File: config.mk
export PLATFORM = sky130hd
export DESIGN_NAME = ico_uart_rx
export DESIGN_NICKNAME = d
export VERILOG_FILES = /design/src/rtl/ico_uart_pkg.sv /design/src/rtl/ico_sync_fifo.sv /design/src/rtl/ico_uart_rx.sv
export SDC_FILE = /design/constraint.sdc
export NUM_CORES = 1
export LEC_CHECK = 0
export BUFFER_PORTS_ARGS = -buffer_cell sky130_fd_sc_hd__buf_4
export CAP_MARGIN = 25
export CORE_MARGIN = 2
export CORE_UTILIZATION = 40
export DETAILED_ROUTE_END_ITERATION = 10
export GPL_TIMING_DRIVEN = 0
export PLACE_DENSITY = 0.66
export SYNTH_ARGS = -nofsm -noshare
export SYNTH_HDL_FRONTEND = slang
export SYNTH_HIERARCHICAL = 1
export SYNTH_SLANG_ARGS = --single-unit
File: constraint.sdc
create_clock -name clk_core -period 3.8 [get_ports clk_core]
set_clock_uncertainty 0.1 [all_clocks]
set_input_delay 0 -clock clk_core [delete_from_list [all_inputs] [get_ports clk_core]]
set_output_delay 0 -clock clk_core [all_outputs]
set_load 0.01 [all_outputs]
File: src/rtl/ico_uart_pkg.sv
// rtl/ico_uart_pkg.sv - shared UART types and constants for the icoboard RX/TX blocks
package ico_uart_pkg;
    localparam int UART_DATA_BITS = 8;
    // 47.9 MHz core clock at 115200 baud
    localparam int UART_DEFAULT_CLKS_PER_BIT = 416;

    typedef enum logic [2:0] {
        IDLE,
        START,
        DATA,
        STOP,
        BREAK
    } uart_state_t;
endpackage

File: src/rtl/ico_sync_fifo.sv
// rtl/ico_sync_fifo.sv - single-clock circular FIFO with registered head word
module ico_sync_fifo #(
    parameter int WIDTH      = 8,
    parameter int DEPTH_LOG2 = 2
) (
    input  logic                  clk,
    input  logic                  reset,
    input  logic                  push,
    input  logic [WIDTH-1:0]      wdata,
    input  logic                  pop,
    output logic [WIDTH-1:0]      rdata,
    output logic                  full,
    output logic                  empty,
    output logic [DEPTH_LOG2:0]   count
);
    localparam int DEPTH = 1 << DEPTH_LOG2;
    localparam logic [DEPTH_LOG2:0] FULL_CNT = (DEPTH_LOG2 + 1)'(DEPTH);

    logic [WIDTH-1:0]      mem [DEPTH];
    logic [DEPTH_LOG2-1:0] wr_ptr;
    logic [DEPTH_LOG2-1:0] rd_ptr;
    logic [DEPTH_LOG2-1:0] rd_ptr_nxt;
    logic                  do_push;
    logic                  do_pop;

    assign full       = (count == FULL_CNT);
    assign empty      = (count == '0);
    assign do_pop     = pop && !empty;
    // A pop in the same cycle frees a slot, so a push into a full FIFO still lands
    assign do_push    = push && (!full || do_pop);
    assign rd_ptr_nxt = do_pop ? rd_ptr + 1'b1 : rd_ptr;

    always_ff @(posedge clk) begin
        if (do_push) begin
            mem[wr_ptr] <= wdata;
        end
    end

    always_ff @(posedge clk) begin
        if (reset) begin
            wr_ptr <= '0;
            rd_ptr <= '0;
            count  <= '0;
            rdata  <= '0;
        end else begin
            if (do_push) begin
                wr_ptr <= wr_ptr + 1'b1;
            end
            rd_ptr <= rd_ptr_nxt;
            count  <= count + {{DEPTH_LOG2{1'b0}}, do_push} - {{DEPTH_LOG2{1'b0}}, do_pop};
            // Head register bypasses the write when the new head is the word being pushed
            if (do_push || do_pop) begin
                rdata <= (do_push && (wr_ptr == rd_ptr_nxt)) ? wdata : mem[rd_ptr_nxt];
            end
        end
    end
endmodule

File: src/rtl/ico_uart_rx.sv
// rtl/ico_uart_rx.sv - 8N1 UART receiver with RX FIFO; ICO_UART_RX_CTS_EN builds the cts_n level detect
module ico_uart_rx
    import ico_uart_pkg::*;
#(
    parameter int CLKS_PER_BIT = UART_DEFAULT_CLKS_PER_BIT,
    parameter int DEPTH_LOG2   = 2
) (
    input  logic       clk_core,
    input  logic       reset,
    input  logic       rx,
    output logic       cts_n,
    output logic [7:0] rd_data,
    output logic       rd_valid,
    input  logic       rd_ready,
    output logic       frame_err,
    output logic       overrun,
    input  logic       err_clear
);
    localparam logic [15:0] HALF_LOAD = 16'(CLKS_PER_BIT / 2 - 1);
    localparam logic [15:0] FULL_LOAD = 16'(CLKS_PER_BIT - 1);
    localparam logic [2:0]  LAST_BIT  = 3'(UART_DATA_BITS - 1);

    logic                      rx_meta;
    logic                      rxs;
    uart_state_t               state;
    logic [15:0]               bit_cnt;
    logic [2:0]                bit_idx;
    logic [UART_DATA_BITS-1:0] shift;
    logic                      stop_sample;
    logic                      push;
    logic                      pop;
    logic                      full;
    logic                      empty;
    logic [DEPTH_LOG2:0]       count;

    always_ff @(posedge clk_core) begin
        if (reset) begin
            rx_meta <= 1'b1;
            rxs     <= 1'b1;
        end else begin
            rx_meta <= rx;
            rxs     <= rx_meta;
        end
    end

    always_ff @(posedge clk_core) begin
        if (reset) begin
            state   <= IDLE;
            bit_cnt <= '0;
            bit_idx <= '0;
            shift   <= '0;
        end else begin
            case (state)
                IDLE: if (!rxs) begin
                    bit_cnt <= HALF_LOAD;
                    state   <= START;
                end
                START: if (bit_cnt != 16'd0) begin
                    bit_cnt <= bit_cnt - 16'd1;
                end else if (rxs) begin
                    state <= IDLE;
                end else begin
                    state   <= DATA;
                    bit_idx <= '0;
                    bit_cnt <= FULL_LOAD;
                end
                DATA: if (bit_cnt != 16'd0) begin
                    bit_cnt <= bit_cnt - 16'd1;
                end else begin
                    shift   <= {rxs, shift[UART_DATA_BITS-1:1]};
                    bit_cnt <= FULL_LOAD;
                    if (bit_idx == LAST_BIT) begin
                        state <= STOP;
                    end else begin
                        bit_idx <= bit_idx + 3'd1;
                    end
                end
                STOP: if (bit_cnt != 16'd0) begin
                    bit_cnt <= bit_cnt - 16'd1;
                end else begin
                    state <= rxs ? IDLE : BREAK;
                end
                BREAK: if (rxs) begin
                    state <= IDLE;
                end
                default: state <= IDLE;
            endcase
        end
    end

    // Push is taken straight off the sample edge so the byte is visible one cycle later
    assign stop_sample = (state == STOP) && (bit_cnt == 16'd0);
    assign push        = stop_sample && rxs;
    assign pop         = rd_valid && rd_ready;
    assign rd_valid    = !empty;

    ico_sync_fifo #(
        .WIDTH      (UART_DATA_BITS),
        .DEPTH_LOG2 (DEPTH_LOG2)
    ) u_fifo (
        .clk   (clk_core),
        .reset (reset),
        .push  (push),
        .wdata (shift),
        .pop   (pop),
        .rdata (rd_data),
        .full  (full),
        .empty (empty),
        .count (count)
    );

    always_ff @(posedge clk_core) begin
        if (reset) begin
            frame_err <= 1'b0;
            overrun   <= 1'b0;
        end else begin
            frame_err <= (frame_err && !err_clear) || (stop_sample && !rxs);
            overrun   <= (overrun && !err_clear) || (push && full && !pop);
        end
    end

`ifdef ICO_UART_RX_CTS_EN
    localparam logic [DEPTH_LOG2:0] CTS_LEVEL = (DEPTH_LOG2 + 1)'((1 << DEPTH_LOG2) - 1);
    logic                push_ok;
    logic [DEPTH_LOG2:0] count_next;

    assign push_ok    = push && (!full || pop);
    assign count_next = count + {{DEPTH_LOG2{1'b0}}, push_ok} - {{DEPTH_LOG2{1'b0}}, pop};

    always_ff @(posedge clk_core) begin
        if (reset) begin
            cts_n <= 1'b0;
        end else begin
            cts_n <= (count_next >= CTS_LEVEL);
        end
    end
`else
    logic unused_count;
    assign unused_count = ^count;
    assign cts_n        = 1'b0;
`endif
endmodule

# == Yosys cells after proc, flatten, opt, wreduce, memory -nomap -nowiden ==
# Memories as Yosys holds them, arrays and structs flattened. A register that Yosys moved wholly into a read port is not among the register bits.
# Index checks and enable logic that the tools add are counted.
# op_classes
add_sub_neg,6
n_eq_ne,16
muxes,23
n_bitwise,1
n_reduce_logical,29
# ops
cell,count
$mux W16,5
$pmux W16 S4,1
$mux W3,11
$ne A2 B2 Y1 const B,9
$logic_not A16 Y1,1
$reduce_bool A16 Y1,1
$sub A16 B1 Y16 const B,1
$pmux W3 S5,1
$logic_and A1 B1 Y1,10
$eq A3 B3 Y1 const B,3
$eq A3 B2 Y1 const B,2
$logic_not A3 Y1,2
$pmux W3 S2,1
$reduce_and A6 Y1,1
$logic_not A1 Y1,5
$reduce_and A5 Y1,1
$add A2 B1 Y2 const B,2
$logic_or A1 B1 Y1,4
$mux W2,2
$reduce_and A4 Y1,1
$reduce_bool A4 Y1,1
$add A3 B1 Y3,1
$add A3 B1 Y3 const B,1
$eq A3 B1 Y1 const B,1
other kinds (6),7
# totals
regBits,41
ramBits,32
in_bits,5
output_inout_bits,12
word_cells,87
mem_count,1
# mem_list
memory,words,word_bits,rd,rd_clocked_by_memory_dff,write_ports,line,rtl
u_fifo.mem,4,8,1,1,1,ico_sync_fifo.sv:19,logic [WIDTH-1:0] mem [DEPTH];

# == Depth between registers and ports, before layout ==
# depth
depth_word,8
mapped_depth,17
mapped_depth_nobuf,16

# == Modules after synthesis ==
# Netlist, hierarchy kept.
# modules_own_cells
mod,instances,cells_each,area_per_inst_um2,seq_area_each_um2
ico_sync_fifo,1,235,2451.1,1261.2
ico_uart_rx,1,210,1745.4,680.7

# == Worst setup path after synthesis ==
# OpenSTA, ideal clock, no wires.
# synth_path
kind,reg2reg
startpoint,register bit_cnt[0]
endpoint,register u_fifo.count[2]
setup_time_ns,0.125
t_arrival_ns,3.267
required_ns,3.575
path_slack_ns,0.308
path_stages_with_launch,18
path_buffers,1
period_less_slack_ns,3.492
path_cell_list,dfxtp_1 -> inv_1 -> ha_1 -> nor4b_1 -> nand4_1 -> clkbuf_1 -> nor3_1 -> and2_1 -> inv_1 -> nor2_1 -> inv_1 -> ha_1 -> ha_1 -> inv_1 -> fa_1 -> xor2_1 -> xnor2_1 -> nor2_1
# synth_between
elab_chain_len,6
# synth_rtl
item,line,rtl
start: declaration,ico_uart_rx.sv:26,logic [15:0] bit_cnt;
start signal: assignment,ico_uart_rx.sv:59,bit_cnt <= bit_cnt - 16'd1;
start signal: assignment,ico_uart_rx.sv:68,bit_cnt <= bit_cnt - 16'd1;
start signal: assignment,ico_uart_rx.sv:79,bit_cnt <= bit_cnt - 16'd1;
$logic_not A16 Y1,ico_uart_rx.sv:92,assign stop_sample = (state == STOP) && (bit_cnt == 16'd0);
$logic_and A1 B1 Y1,ico_uart_rx.sv:92,
$logic_and A1 B1 Y1,ico_uart_rx.sv:93,assign push = stop_sample && rxs;
net push,ico_uart_rx.sv:30,logic push;
$logic_and A1 B1 Y1,ico_sync_fifo.sv:30,assign do_push = push && (!full || do_pop);
$add A3 B1 Y3,ico_sync_fifo.sv:50,"count <= count + {{DEPTH_LOG2{1'b0}}, do_push} - {{DEPTH_LOG2{1'b0}}, do_pop};"
$sub A3 B1 Y3,ico_sync_fifo.sv:50,
end signal: assignment,ico_sync_fifo.sv:50,
end: declaration,ico_sync_fifo.sv:14,output logic [DEPTH_LOG2:0] count
# The timed path passes the listed nets, and every way through them passes these cells.
# A chain may end at the register's enable or synchronous reset.

# == Worst setup path in the final report ==
# layout_path
startpoint,register bit_cnt[7]
endpoint,register u_fifo.count[2]
# The elaborated chain is that of the path after synthesis.

==> reports/results.ini <==
[setup_path]
r2r-start = bit_cnt[7]$_SDFFE_PP0P_
start_kind = flip-flop
crit_required_ns = 3.95
path_class = reg2reg
crit_path_max_fanout = 10
endpoint_kind = flip-flop
crit_start = bit_cnt[7]$_SDFFE_PP0P_
worstPathArrival_ns = 3.65

[clock_network]
cts_buffers = 9
max-clock-path-buffers = 2
clkLatencyLatePin_ns = 0.36
clockRootBuffer = clkbuf_8
path_clk_slew_ns = 0.09
cts_tree = built
cts_sinks = 81
cts-htree-levels = 3

[synthesis]
synth_warnings = 6
synthCells = 445
synth_top_area_cell = dfxtp_1
avgSynthCellArea_um2 = 9.430
yosys.cell_count.top_type = nand2_1
synth-edff-count = 32
synth_area_leaders = dfxtp_1, edfxtp_1, nand2_1
synth_top_area_share_pct = 23.38
synth_commonest_cells = nand2_1, dfxtp_1, edfxtp_1
synth.net_count = 461
synth-seq-cells = 81
syn-cell-area_um2 = 4197
ys_seq_area_share_pct = 46.27
yosys_most_used_dff = dfxtp_1
synthArstFlopShare_pct = 0
yosysUniqueCellTypes = 64

[power_and_ir_drop]
vdd_drop_max_mv = 0.2232
fin_total_pwr_mw = 1.894
leakage_nw = 1.694
p_per_area_nw_per_um2 = 396.9

[place]
portBuffers = 14
dp_hpwl_um = 6840
place.gp.congestion = 0.9266

[timing]
slew_headroom_pct = 47.19
max_freq_mhz = 285.9
rsz0062_at_grt = false
hold_viol_final = 0
setup_viol_count_final = 0
final_max_slew_viol_count = 0
period_share_pct = 92.05
tightest_slew_ns = 0.7861
post-route-min-period_ns = 3.498

[final_layout]
final_util_pct = 46.43
layout.nets = 491
num-fill-cells = 993
syn2layout_area_growth_pct = 13.72
drive_gt1_share_pct = 14.79
n_antenna_cell = 0

[min_path]
hold_class = in2reg
hp-start = reset

[die]
design.core.area_um2 = 10280
io_pins = 17
chipWidth_um = 106.4
die_area_um2 = 11330
rows = 37
floorplan.initialDensity_pct = 40.83
die_h_um = 106.4

[route]
drc = 0
dr.pass1.iters = 5
vias = 3386
drt_iter0_markers = 138
wl_per_cell_um = 15.04
vias_per_cell = 5.497
ant_nets = 0
drt_wl_total_um = 9266

[run]
maxCapViolCount = 0

[grt]
grt-ovfl-total = 0
grt_usage_pct = 16.84
grt_antenna_before_repair = 0
grt_pass1_wl_um = 15230
grt_start_max_net_pins = 16
grt_pass1_vias = 3208

[status]
status = completed

## stage by stage
stage	instance area (um2)	std cells	setup WS, ns	TNS [ns]	hold slack [ns]
2_1_floorplan	4197	445	0.3081	0	0.003811
3_3_place_gp	4472	595	-0.4494	-4.239	0.08699
3_5_place_dp	4472	595	-0.4509	-4.127	0.08968
4_1_cts	4751	616	0.02883	0	0.03746
5_1_grt	4772	616	0.009771	0	0.05501
6_report	4772	616	0.3021	0	0.03425
## flip-flops by register name (all words and copies together), names as in the netlist
signal / flops
bit_idx: 3
bit_cnt: 16
state: 3
rx_meta: 1
u_fifo/wr_ptr: 2
u_fifo/rdata: 8
rxs: 1
u_fifo/mem: 32
frame_err: 1
overrun: 1
shift: 8
u_fifo/rd_ptr: 2
u_fifo/count: 3
## cell type report
type | count | area, um2 | share of cell area (%)
plain buffers | 31 | 171.4 | 3.592
clock buffers | 9 | 123.9 | 2.596
clock inverters | 7 | 101.3 | 2.124
inverters | 20 | 82.58 | 1.730
multi-input cells | 313 | 2031 | 42.55
flip-flops and latches | 81 | 1942 | 40.69
well taps | 136 | 170.2 | 3.566
repair buffers | 19 | 150.1 | 3.146
## timing repair
| action | 4_1_cts | 5_1_grt |
|---|---|---|
| resized for setup | 2 | 6 |
| endpoints found under the setup margin | 10 | 10 |
| pin swaps | 2 | 0 |
| hold buffers | 3 | 0 |
| setup buffers | 2 | 0 |
| gates cloned | 0 | 0 |
| hold endpoints to repair | 10 | 0 |
## power breakdown
part	switching [mW]	leakage [nW]	internal [mW]	total [mW]
Sequential	0.0232	0.693	0.914	0.937
Clock	0.331	0.106	0.375	0.707
Combinational	0.146	0.894	0.104	0.251
## layer usage
metal	part of all wire, %	track usage (%)
met1	44	20.26
met2	50	29.35
met3	4.8	3.372
met4	1.4	6.957
met5	0	0
## cell usage in the layout, fill, tap and decap left out, drive strengths merged, types with 5 or more instances in the layout
cell type	instances
inv	22
nor3	12
a311oi	10
o31ai	9
xnor2	7
or3	7
buf	31
o21ai	11
nand2	80
o311a	9
dfxtp	49
nor2b	5
nor2	27
a211oi	13
o211ai	12
edfxtp	32
and2	7
a21oi	35
ha	10
clkbuf	25
xor2	7
a2111oi	5
## worst paths after layout
kind / slack (ns) / to / depth (start not counted)
worst min register to register: 0.31 / rxs$_SDFF_PP1_ / 1
worst min-delay path: 0.03 / state[2]$_SDFFE_PP0P_ / 2
worst max register to register: 0.30 / u_fifo/count[2]$_SDFF_PP0_ / 15
worst max-delay path: 0.30 / u_fifo/count[2]$_SDFF_PP0_ / 15
## logic make-up after synthesis
family	synth area share (%)
xor gates and xnor gates	3.488
DFF	46.27
other	0.08936
buffers and inverters	6.023
muxes	0.2385
adders and majority gates	3.459
AOI/OAI and AO/OA	22.27
and+or+nand+nor	18.16
## worst max-delay path, stage by stage, from the launching register on
cell      delay [ns]
dfxtp_1         0.37
nor4_1          0.44
nand4_1         0.21
clkbuf_2        0.25
nor3_2          0.22
and2_2          0.23
inv_1           0.09
nor2_4          0.18
inv_1           0.09
ha_1            0.29
ha_1            0.13
inv_1           0.05
fa_1            0.36
xor2_1          0.16
xnor2_1         0.16
nor2_1          0.05
Note: power is estimated with default switching activity, not from simulation.
